<file path="config.mk">
export PLATFORM = sky130hd
export DESIGN_NAME = ifetch_unit
export DESIGN_NICKNAME = d
export VERILOG_FILES = /design/src/rtl/rv32ima_pkg.sv /design/src/rtl/ifetch_fifo.sv /design/src/rtl/ifetch_unit.sv
export SDC_FILE = /design/constraint.sdc
export NUM_CORES = 1
export LEC_CHECK = 0
export CAP_MARGIN = 20
export CORE_AREA = 2 2 170 172
export CTS_CLUSTER_SIZE = 12
export DETAILED_ROUTE_END_ITERATION = 10
export DIE_AREA = 0 0 172 174
export GPL_ROUTABILITY_DRIVEN = 0
export PLACE_DENSITY_LB_ADDON = 0.12
export SLEW_MARGIN = 20
export SYNTH_ARGS = -nofsm -noshare
export SYNTH_HDL_FRONTEND = slang
export SYNTH_HIERARCHICAL = 1
export SYNTH_SLANG_ARGS = --single-unit
</file>
<file path="constraint.sdc">
create_clock -name clk -period 4.8 [get_ports clk]
set_clock_uncertainty 0.05 [all_clocks]
set_input_delay 0.72 -clock clk [delete_from_list [all_inputs] [get_ports clk]]
set_output_delay 0.72 -clock clk [all_outputs]
set_load 0.1 [all_outputs]
</file>
<file path="src/rtl/rv32ima_pkg.sv">
// Shared RV32 types for the fetch front end: state encoding, buffered fetch entry, NOP word.
package rv32ima_pkg;

  typedef logic [31:0] word_t;

  typedef enum logic [1:0] {
    STALL,
    REQ,
    DROP,
    HALT
  } ifetch_state_t;

  typedef struct packed {
    word_t pc;
    word_t inst;
    logic  fault;
  } fetch_entry_t;

  localparam word_t RV32_NOP = 32'h0000_0013;

  function automatic word_t word_align(input word_t a);
    return {a[31:2], 2'b00};
  endfunction

endpackage

</file>
<file path="src/rtl/ifetch_fifo.sv">
// Fetch buffer of fetch_entry_t; head is a stored register, one cycle from push to visible head.
// Push and pop may coincide; flush wins over push and clears on the next edge.
module ifetch_fifo
  import rv32ima_pkg::*;
#(
  parameter int DEPTH = 4
) (
  input  logic                    clk,
  input  logic                    rst,
  input  logic                    push,
  input  fetch_entry_t            push_entry,
  input  logic                    pop,
  input  logic                    flush,
  output fetch_entry_t            head,
  output logic [$clog2(DEPTH):0]  count
);

  localparam int AW = $clog2(DEPTH);
  localparam int CW = AW + 1;

  fetch_entry_t  mem [DEPTH];
  logic [AW-1:0] rd_ptr;
  logic [AW-1:0] wr_ptr;

  always_ff @(posedge clk or posedge rst) begin
    if (rst) begin
      rd_ptr <= '0;
      wr_ptr <= '0;
      count  <= '0;
    end else if (flush) begin
      rd_ptr <= '0;
      wr_ptr <= '0;
      count  <= '0;
    end else begin
      if (push) wr_ptr <= wr_ptr + AW'(1);
      if (pop)  rd_ptr <= rd_ptr + AW'(1);
      count <= count + CW'(push) - CW'(pop);
    end
  end

  // Storage needs no reset: count gates every read of it.
  always_ff @(posedge clk) begin
    if (push && !flush) mem[wr_ptr] <= push_entry;
  end

  assign head = mem[rd_ptr];

endmodule

</file>
<file path="src/rtl/ifetch_unit.sv">
// Instruction fetch: PC, single-outstanding imem requests, fetch FIFO; imem_ready at N -> inst_valid at N+1.
// Stops requesting while the FIFO is full; IFETCH_ALIGN_CHECK_EN adds misaligned-redirect fault entries.
module ifetch_unit
  import rv32ima_pkg::*;
#(
  parameter word_t RESET_PC   = 32'h0000_0000,
  parameter int    FIFO_DEPTH = 4
) (
  input  logic         clk,
  input  logic         rst,
  output logic         imem_ren,
  output logic [31:0]  imem_addr,
  input  logic         imem_ready,
  input  logic [31:0]  imem_rdata,
  input  logic         redirect_en,
  input  logic [31:0]  redirect_pc,
  output logic         inst_valid,
  input  logic         inst_ready,
  output logic [31:0]  inst,
  output logic [31:0]  inst_pc,
  output logic         inst_fault
);

  localparam int CW = $clog2(FIFO_DEPTH) + 1;
  localparam logic [CW-1:0] DEPTH_C = CW'(FIFO_DEPTH);
`ifdef IFETCH_ALIGN_CHECK_EN
  localparam bit ALIGN_CHK = 1'b1;
`else
  localparam bit ALIGN_CHK = 1'b0;
`endif

  ifetch_state_t state;
  word_t         pc;
  word_t         req_addr;
  fetch_entry_t  head;
  fetch_entry_t  push_entry;
  logic [CW-1:0] fifo_count;
  logic [CW-1:0] post_count;
  logic          push;
  logic          pop;
  logic          accept;
  logic          outstanding;
  word_t         tgt;

  assign imem_ren    = (state == REQ) || (state == DROP);
  assign imem_addr   = req_addr;
  assign outstanding = imem_ren && !imem_ready;
  assign inst_valid  = (fifo_count != '0);
  assign pop         = inst_valid && inst_ready && !redirect_en;
  assign accept      = (state == REQ) && imem_ready && !redirect_en;
  assign post_count  = fifo_count + CW'(1) - CW'(pop);
  assign tgt         = ALIGN_CHK ? redirect_pc : word_align(redirect_pc);

`ifdef IFETCH_ALIGN_CHECK_EN
  logic halt_done;
  logic halt_push;
  logic tgt_bad;
  assign tgt_bad   = (redirect_pc[1:0] != 2'b00);
  assign halt_push = (state == HALT) && !halt_done && !redirect_en;
`endif

  always_comb begin
    push       = accept;
    push_entry = '{pc: req_addr, inst: imem_rdata, fault: 1'b0};
`ifdef IFETCH_ALIGN_CHECK_EN
    if (halt_push) begin
      push       = 1'b1;
      push_entry = '{pc: pc, inst: RV32_NOP, fault: 1'b1};
    end
`endif
  end

  always_ff @(posedge clk or posedge rst) begin
    if (rst) begin
      state    <= STALL;
      pc       <= RESET_PC;
      req_addr <= RESET_PC;
`ifdef IFETCH_ALIGN_CHECK_EN
      halt_done <= 1'b0;
`endif
    end else if (redirect_en) begin
      pc <= tgt;
      // An in-flight request must still complete; its data is dropped.
      if (outstanding) begin
        state <= DROP;
`ifdef IFETCH_ALIGN_CHECK_EN
      end else if (tgt_bad) begin
        state     <= HALT;
        halt_done <= 1'b0;
`endif
      end else begin
        state    <= REQ;
        req_addr <= tgt;
      end
    end else begin
      case (state)
        STALL: begin
          if (fifo_count < DEPTH_C) begin
            state    <= REQ;
            req_addr <= pc;
          end
        end
        REQ: begin
          if (imem_ready) begin
            pc <= pc + 32'd4;
            if (post_count < DEPTH_C) req_addr <= pc + 32'd4;
            else                      state    <= STALL;
          end
        end
        DROP: begin
          if (imem_ready) begin
`ifdef IFETCH_ALIGN_CHECK_EN
            if (pc[1:0] != 2'b00) begin
              state     <= HALT;
              halt_done <= 1'b0;
            end else begin
              state    <= REQ;
              req_addr <= pc;
            end
`else
            state    <= REQ;
            req_addr <= pc;
`endif
          end
        end
`ifdef IFETCH_ALIGN_CHECK_EN
        HALT: halt_done <= 1'b1;
`endif
        default: ;
      endcase
    end
  end

  ifetch_fifo #(.DEPTH(FIFO_DEPTH)) u_fifo (
    .clk        (clk),
    .rst        (rst),
    .push       (push),
    .push_entry (push_entry),
    .pop        (pop),
    .flush      (redirect_en),
    .head       (head),
    .count      (fifo_count)
  );

  assign inst       = head.inst;
  assign inst_pc    = head.pc;
  assign inst_fault = ALIGN_CHK & head.fault;

endmodule

</file>
==> metrics.md, run 1 <==
| Metric | Value |
|---|---|
| Synth warn | `6` |
| Crit start category | `flop` |
| Die area | `around 30000 µm²` |
| First-pass GRT wire length | `approximately 44000 µm` |
| Final ANT Viol Nets | `0` |
| Setup TNS | `0 ns` |
| Final worst-path cycle share | `0.849` |
| RSZ-0062 raised after global routing | `false` |
| Pint | `6.01 mW` |
| Power share of the sequential group | `0.380` |
| CP max FO | `31` |
| Synthesized area per cell | `16.5 µm²` |
| Crit path DAT | `about 3.3 ns` |
| Hold Fails Final Rpt | `0` |
| Switching share of power | `0.401` |
| Worst-Margin Slew | `1.07 ns` |
| Die width | `about 170 µm` |
| # Post-CTS Setup Buffers | `0` |
| Via count | `7670` |
| Worst VDD drop | `around 0.40 mV` |
| Antenna diode count | `0` |
| Clk_lat worst skew | `~0.5 ns` |
| Post-CTS Resized | `0` |
| Row count | `between 60 and 70` |
| Largest net degree at the start of global routing | `65` |
| Max_cap viols | `0` |
| Layout cells sized above 1 | `0.157` |
| Synthesized cell area | `between 10000 and 15000 µm²` |
| Hold Path Class | `reg -> reg` |
| Area of the multi-input gates | `3910 µm²` |
| Final hold slack | `0.463 ns` |
| Drt wl/cell | `19.9 µm` |
| Layout fillers | `~2200` |
| Root Driver | `clkbuf_16` |
| CTS tree | `yes` |
| Synthesized instance count | `between 800 and 900` |
| Core ar. | `~28000 µm²` |
| DP HPWL | `17400 µm` |
| Buffers added on ports | `around 160` |
| Status | `completed` |
| Gr ovfl total | `0` |
| Initial Util | `0.485` |
| Total track usage | `0.190` |
| Commonest non-fill, non-tap cells in the layout | `edfxtp_1, clkdlybuf4s50_1, dfrtp_1, mux4_2, nand2_1` |
| Syn nets | `approximately 910` |
| Reg area | `~9400 µm²` |
| # setup viols final | `0` |
| Worst setup path category | `reg -> out` |
| Switch Pwr | `between 4 and 5 mW` |
| Syn-to-layout area delta | `22.9%` |
| CTS buffer count | `36` |
| Cts hold-fix bufs | `0` |
| Iteration-0 DRC Markers | `slightly above 500` |
| Fmax | `0.245 GHz` |
| I/O pin count | `168` |
| Iteration count of the initial detailed-routing pass | `6` |
| CTS H-tree depth | `2` |
| CTS clk-pin slew, worst paths | `roughly 0.06 ns` |
| DRC | `0` |
| Number of global-route vias before repair | `7691` |
| Clock Power Share | `0.262` |
| Final Max Slew Viols | `0` |
| Fin util | `0.597` |
| Relative slew slack | `0.287` |
| Sink Count | `~330` |
| Critical Path RT | `just over 4 ns` |
| CP Capture Type | `output pin` |
| Total power after layout | `10.0 mW` |
| Leakage | `about 5.6 nW` |
| Comb power frac | `0.358` |
| Nets | `~1100` |
| Clock Path Buffers | `3` |
| Commonest non-fill, non-tap cell in the layout | `edfxtp_1` |
| Vias/cell | `approximately 5.5` |
| Antenna violations before repair | `0` |
| Chip Height | `around 170 µm` |
| PD cells | `a little under 600 nW/µm²` |
| Routed wire length | `between 20000 and 30000 µm` |
| Min Tclk post-route | `4.08 ns` |
worst max-delay path, cell delays in order (launching register included):
cell	delay, ns
dfrtp_4	0.83
buf_4	0.40
mux4_2	0.56
clkdlybuf4s50_1	0.98
power groups by stage:
stage | combinational, mW | clock [mW] | sequential, mW
6_report | 3.60 | 2.63 | 3.81
5_1_grt | 3.77 | 2.81 | 3.88
4_1_cts | 3.62 | 2.70 | 3.82
3_5_place_dp | 3.62 | 0 | 3.88
3_3_place_gp | 3.61 | 0 | 3.86
2_1_floorplan | 1.93 | 0 | 4.65
worst paths after layout:
check                                              from                           end  slack [ns]  depth (start not counted)
max in group asynchronous                           rst     imem_addr[21]$_DFFE_PP0P_        3.21                          3
max reg2reg                        state[1]$_DFFE_PP0P_     imem_addr[13]$_DFFE_PP0P_        1.80                          7
min reg2reg                        state[1]$_DFFE_PP0P_          state[1]$_DFFE_PP0P_        0.46                          1
max                        u_fifo/rd_ptr[0]$_DFFE_PP0P_                      inst[16]        0.72                          3
min in group asynchronous                           rst  u_fifo/wr_ptr[1]$_DFFE_PP0P_        0.51                          2
min                                state[1]$_DFFE_PP0P_          state[1]$_DFFE_PP0P_        0.46                          1
routing by layer:
layer	vias up	wire length (µm)	GRT usage
met1	3839	12300	0.271
met4	0	550	0.0469
li1	3569	-	-
met5	-	0	0
met3	50	1610	0.0342
met2	212	13400	0.306
through the flow:
stage	worst slack (ns)	std cells	instance area, µm²
CTS	0.649	1405	16800
global placement	1.19	1343	15700
floorplan	1.23	833	13700
detailed placement	1.19	1343	15700
finish	0.725	1405	16800
global route	0.533	1405	16800
flip-flops by register name, indices dropped and copies added (netlist names):
register / flops
u_fifo/rd_ptr: 2
u_fifo/count: 3
pc: 30
u_fifo/mem: 256
state: 2
u_fifo/wr_ptr: 2
imem_addr: 31
layout make-up:
type | count | area share
inverters | 13 | 0.00297
clock buffers | 47 | 0.0584
well taps | 384 | 0.0285
flip-flops and latches | 326 | 0.561
repair buffers | 180 | 0.108
clock inverters | 15 | 0.00891
multi-input cells | 440 | 0.232
No activity file was read; power rests on OpenSTA's default activity.
==> run 2: changes to the inputs <==
==> constraint.sdc (replaced) <==
create_clock -name clk -period 3.8 [get_ports clk]
set_clock_uncertainty 0.05 [all_clocks]
set_input_delay 0.57 -clock clk [delete_from_list [all_inputs] [get_ports clk]]
set_output_delay 0.57 -clock clk [all_outputs]
set_load 0.1 [all_outputs]
==> run 2 against run 1 <==
Largest cell class unchanged. Sequential cell count stayed put. Critical path type unchanged. Largest power group unchanged. Critical path depth stayed put. Via count is 0.72% higher. Highest routed layer unchanged. Worst setup slack better by 0.12 ns. Utilization is 0.39 points lower. Design area is 0.66% lower. Clock power is 21% higher. Total power is 25% higher. Cell count is 0.64% higher. Combinational power is 25% higher.
==> metrics.md, run 2 (synthesized netlist as in run 1, its figures left out) <==
| Metric | Value |
|---|---|
| Fmax | `0.339 GHz` |
| First-pass GRT wire length | `roughly 45000 µm` |
| CP max FO | `45` |
| Antenna violations before repair | `0` |
| Placed cell areas | `approximately 16000 µm²` |
| Clock Path Buffers | `3` |
| Relative slew slack | `0.304` |
| Core ar. | `roughly 28000 µm²` |
| Critical-path cell list | `buf_4, mux4_2, buf_4` |
| Layout fillers | `2212` |
| Hold Path Class | `in -> async` |
| Total track usage | `0.196` |
| Row count | `62` |
| Reg2Reg Setup Slack | `approximately 0.94 ns` |
| Nets | `between 1000 and 1500` |
| PD cells | `about 750 nW/µm²` |
| Largest net degree at the start of global routing | `between 50 and 60` |
| Die width | `approximately 170 µm` |
| Crit start category | `flop` |
| Number of global-route vias before repair | `7788` |
| Biggest register | `u_fifo/mem` |
| CTS tree | `yes` |
| Worst VDD drop | `0.549 mV` |
| Final ANT Viol Nets | `0` |
| Commonest non-fill, non-tap cells in the layout | `edfxtp_1, clkdlybuf4s50_1, buf_4, dfrtp_1, mux4_2` |
| # Post-CTS Setup Buffers | `0` |
| Min Tclk post-route | `2.95 ns` |
| Iteration-0 DRC Markers | `around 540` |
| Crit path DAT | `~2.3 ns` |
| Total power after layout | `between 10 and 15 mW` |
| Initial Util | `0.485` |
| Hold Fails Final Rpt | `0` |
| Final worst-path cycle share | `0.777` |
| Worst setup path category | `reg -> out` |
| Gr ovfl total | `0` |
| # setup viols final | `0` |
| Status | `completed` |
| Sink Count | `326` |
| Chip Height | `roughly 170 µm` |
| Cts hold-fix bufs | `0` |
| Critical Path RT | `about 3.2 ns` |
| Commonest non-fill, non-tap cell in the layout | `edfxtp_1` |
| Buffers added on ports | `between 150 and 200` |
| Max reg flops | `256` |
| CP Capture Type | `output pin` |
| Root Driver | `clkbuf_16` |
| Cell repeated most along the worst path | `buf_4` |
| CTS clk-pin slew, worst paths | `around 0.060 ns` |
| Setup TNS | `0 ns` |
| Syn-to-layout area delta | `22.1%` |
| Fin util | `0.593` |
| Critical Path Max Stage Delay | `approximately 0.85 ns` |
| Final Max Slew Viols | `0` |
| Max_cap viols | `0` |
| Leakage | `between 5 and 6 nW` |
| DRC | `0` |
| CTS H-tree depth | `2` |
| Routed wire length | `28800 µm` |
| Post-CTS Resized | `0` |
| Worst-Margin Slew | `about 1.0 ns` |
| Antenna diode count | `0` |
| Post-Layout Inst Area | `16700 µm²` |
| Vias/cell | `roughly 5.5` |
| Iteration count of the initial detailed-routing pass | `5` |
| RSZ-0062 raised after global routing | `false` |
| Drt wl/cell | `approximately 20 µm` |
| I/O pin count | `approximately 170` |
| Die area | `29900 µm²` |
| DP HPWL | `between 15000 and 20000 µm` |
| Setup WS post-layout | `0.849 ns` |
| Pre-CTS setup slack | `about 0.63 ns` |
| CTS buffer count | `35` |
| Clk_lat worst skew | `approximately 0.5 ns` |
| Via count | `approximately 7700` |
| Layout cells sized above 1 | `0.219` |
| Crit-path slowest cell | `dfrtp_4` |
[run 2: where the power goes]
part           switching, mW  total [mW]  internal [mW]
logic                   3.34        4.51           1.17
clock network           1.29        3.17           1.87
registers              0.454        4.82           4.36
total                   5.08        12.5           7.41
[run 2: final timing paths]
kind | from | endpoint | cells after the start
max | u_fifo/rd_ptr[1]$_DFFE_PP0P_ | inst_pc[13] | 3
min | rst | u_fifo/rd_ptr[1]$_DFFE_PP0P_ | 2
max reg2reg | state[1]$_DFFE_PP0P_ | u_fifo/mem[1][20]$_DFFE_PP_ | 8
min reg2reg | state[1]$_DFFE_PP0P_ | state[1]$_DFFE_PP0P_ | 1
max in group asynchronous | rst | imem_addr[5]$_DFFE_PP0P_ | 3
min in group clk | state[1]$_DFFE_PP0P_ | state[1]$_DFFE_PP0P_ | 1
[run 2: stage by stage]
stage | hold slack (ns) | instances
final | 0.353 | 1414
after global routing | 0.352 | 1414
after CTS | 0.325 | 1414
after detailed placement | 0.462 | 1356
after global placement | 0.452 | 1356
after floorplan | 0.323 | 833
[run 2: routing by layer]
layer,vias to the layer above,routed length [µm],GRT usage
li1,3597,-,-
met1,3868,12700,0.277
met2,219,14000,0.320
met3,41,1570,0.0326
met4,0,548,0.0518
met5,-,0,0
[run 2: layout make-up]
class | instances | area (µm²) | area share
clock buffer | 49 | 948 | 0.0567
clock inverter | 9 | 113 | 0.00673
inverter | 13 | 48.8 | 0.00292
multi-input combinational | 440 | 3910 | 0.234
sequential | 326 | 9450 | 0.564
tap | 384 | 480 | 0.0287
timing repair buffer | 193 | 1780 | 0.107
[run 2: critical path: cells and delay by family, from the launching register on]
kind / cells / cell delay, ns
buffers and inverters: 2 / 0.58
DFF: 1 / 0.85
muxes: 1 / 0.34
==> run 3: changes to the inputs <==
==> constraint.sdc (replaced) <==
create_clock -name clk -period 2.6 [get_ports clk]
set_clock_uncertainty 0.05 [all_clocks]
set_input_delay 0.39 -clock clk [delete_from_list [all_inputs] [get_ports clk]]
set_output_delay 0.39 -clock clk [all_outputs]
set_load 0.1 [all_outputs]
==> run 3 against run 2 <==
Via count is 1.0% higher. Critical path type unchanged. Highest routed layer unchanged. Combinational power is 62% higher. Sequential power is 46% higher. Total power is 52% higher. Critical path depth stayed put. Utilization is 3.6 points higher.
==> metrics.md, run 3 (synthesized netlist as in run 1, its figures left out) <==
| Metric | Value |
|---|---|
| Status | `completed` |
| # setup viols final | `0` |
| Iteration count of the initial detailed-routing pass | `6` |
| FF-to-FF End | `u_fifo/count[2]$_DFF_PP0_` |
| Min Tclk post-route | `between 2 and 3 ns` |
| Relative slew slack | `0.638` |
| Final Max Slew Viols | `0` |
| CTS tree | `yes` |
| Worst VDD drop | `between 0.9 and 1 mV` |
| CTS clk-pin slew, worst paths | `approximately 0.060 ns` |
| Antenna violations before repair | `0` |
| Final ANT Viol Nets | `0` |
| Reg2Reg Setup Slack | `approximately 0.22 ns` |
| Critical Path RT | `2.16 ns` |
| First-pass GRT wire length | `between 40000 and 50000 µm` |
| Leakage | `roughly 6.2 nW` |
| Fmax | `around 0.4 GHz` |
| Cell repeated most along the worst path | `buf_12` |
| Worst-Margin Slew | `approximately 0.54 ns` |
| Critical-path cell list | `buf_12, mux4_2, buf_12` |
| Crit-path slowest cell | `dfrtp_4` |
| Crit path DAT | `between 2 and 2.5 ns` |
| Fin util | `0.628` |
| Final hold slack | `around 0.15 ns` |
| RSZ-0062 raised after global routing | `false` |
| Die area | `approximately 30000 µm²` |
| Worst path bufs/invs | `2` |
| Sink Count | `between 300 and 400` |
| Reg area | `9450 µm²` |
| Syn-to-layout area delta | `29.4%` |
| R2R cell count | `9` |
| Row count | `62` |
| Area of the multi-input gates | `between 3000 and 4000 µm²` |
| CTS buffer count | `36` |
| Vias/cell | `~5.5` |
| Clock Path Buffers | `3` |
| Number of global-route vias before repair | `between 7000 and 8000` |
| Max reg flops | `approximately 260` |
| Biggest register | `u_fifo/mem` |
| Layout fillers | `2075` |
| Clk_lat worst skew | `0.51 ns` |
| Worst hold stages | `2` |
| Die width | `approximately 170 µm` |
| Final worst-path cycle share | `0.966` |
| Max_cap viols | `0` |
| CP Capture Type | `output pin` |
| Via count | `between 7000 and 8000` |
| Antenna diode count | `0` |
| Crit start category | `flop` |
| I/O pin count | `168` |
| Initial Util | `0.485` |
| Worst r2r src | `u_fifo/count[1]$_DFF_PP0_` |
| Delay-heaviest family, CP | `flip-flops` |
| Routed wire length | `between 20000 and 30000 µm` |
| Buffers added on ports | `~160` |
| Hold Fails Final Rpt | `0` |
| CTS H-tree depth | `2` |
| Nets | `between 1000 and 1500` |
| Core ar. | `28200 µm²` |
| Worst setup path category | `reg -> out` |
| Number of cells on the critical path | `3` |
| Gr ovfl total | `0` |
| Total track usage | `0.200` |
| Iteration-0 DRC Markers | `655` |
| Chip Height | `174 µm` |
| Critical Path Source | `u_fifo/rd_ptr[1]$_DFFE_PP0P_` |
| Commonest non-fill, non-tap cell in the layout | `edfxtp_1` |
| Post-CTS Resized | `0` |
| PD cells | `about 1100 nW/µm²` |
| CP max FO | `29` |
| Total power after layout | `around 19 mW` |
| Crit path capture | `inst_pc[14]` |
| Commonest non-fill, non-tap cells in the layout | `edfxtp_1, buf_12, dfrtp_1, clkdlybuf4s50_1, mux4_2` |
| DRC | `0` |
| Root Driver | `clkbuf_16` |
| DP HPWL | `approximately 19000 µm` |
| Largest net degree at the start of global routing | `64` |
| Layout cells sized above 1 | `0.267` |
| Hold Path Class | `in -> reg` |
| Critical Path Max Stage Delay | `0.75 ns` |
| Drt wl/cell | `between 20 and 25 µm` |
[run 3: changes by cell type in the layout (fill, tap and decap cells not counted), moves of 2 or more]
cell,delta
clkbuf_1,-4
buf_4,-28
clkinv_2,+2
clkinv_4,+2
clkbuf_8,-2
clkinv_1,+2
buf_12,+76
clkbuf_16,+4
clkdlybuf4s50_1,-34
bufinv_16,-2
[run 3: timing repair]
item / in CTS / in global routing
hold buffers: 0 / 0
setup endpoints to repair: 7 / 0
setup buffers: 1 / 0
[run 3: worst min path at each step]
stage / to / from
6_report: u_fifo/count[2]$_DFF_PP0_ / redirect_en
5_1_grt: u_fifo/count[1]$_DFF_PP0_ / redirect_en
4_1_cts: u_fifo/count[0]$_DFF_PP0_ / redirect_en
3_5_place_dp: state[1]$_DFFE_PP0P_ / state[1]$_DFFE_PP0P_
3_3_place_gp: state[1]$_DFFE_PP0P_ / state[1]$_DFFE_PP0P_
2_1_floorplan: u_fifo/count[0]$_DFF_PP0_ / rst
[run 3: area by class of cell]
| class | count | share of cell area |
|---|---|---|
| flip-flops and latches | 326 | 0.533 |
| well taps | 384 | 0.0271 |
| clock buffers | 47 | 0.0567 |
| clock inverters | 13 | 0.00444 |
| inverters | 13 | 0.00275 |
| repair buffers | 208 | 0.156 |
| multi-input cells | 440 | 0.221 |
[run 3: stage by stage]
| stage | setup WS (ns) | instance area (µm²) | setup TNS, ns | instances |
|---|---|---|---|---|
| 2_1_floorplan | -0.179 | 13700 | -46.38 | 833 |
| 3_3_place_gp | 0.141 | 16600 | 0 | 1370 |
| 3_5_place_dp | 0.110 | 16600 | 0 | 1370 |
| 4_1_cts | 0.0418 | 17700 | 0 | 1431 |
| 5_1_grt | 0.0175 | 17700 | 0 | 1431 |
| 6_report | 0.0893 | 17700 | 0 | 1431 |
[run 3: per-layer routing]
metal | GRT usage | vias up | part of all wire
met5 | 0 | - | 0
met4 | 0.0473 | 0 | 0.016
met3 | 0.0355 | 37 | 0.058
met2 | 0.333 | 242 | 0.50
met1 | 0.277 | 3904 | 0.43
li1 | - | 3623 | -
[run 3: power by group]
part,switching [mW],total [mW],internal [mW]
combinational,5.06,7.31,2.26
sequential,0.638,7.02,6.38
clock,1.91,4.64,2.72
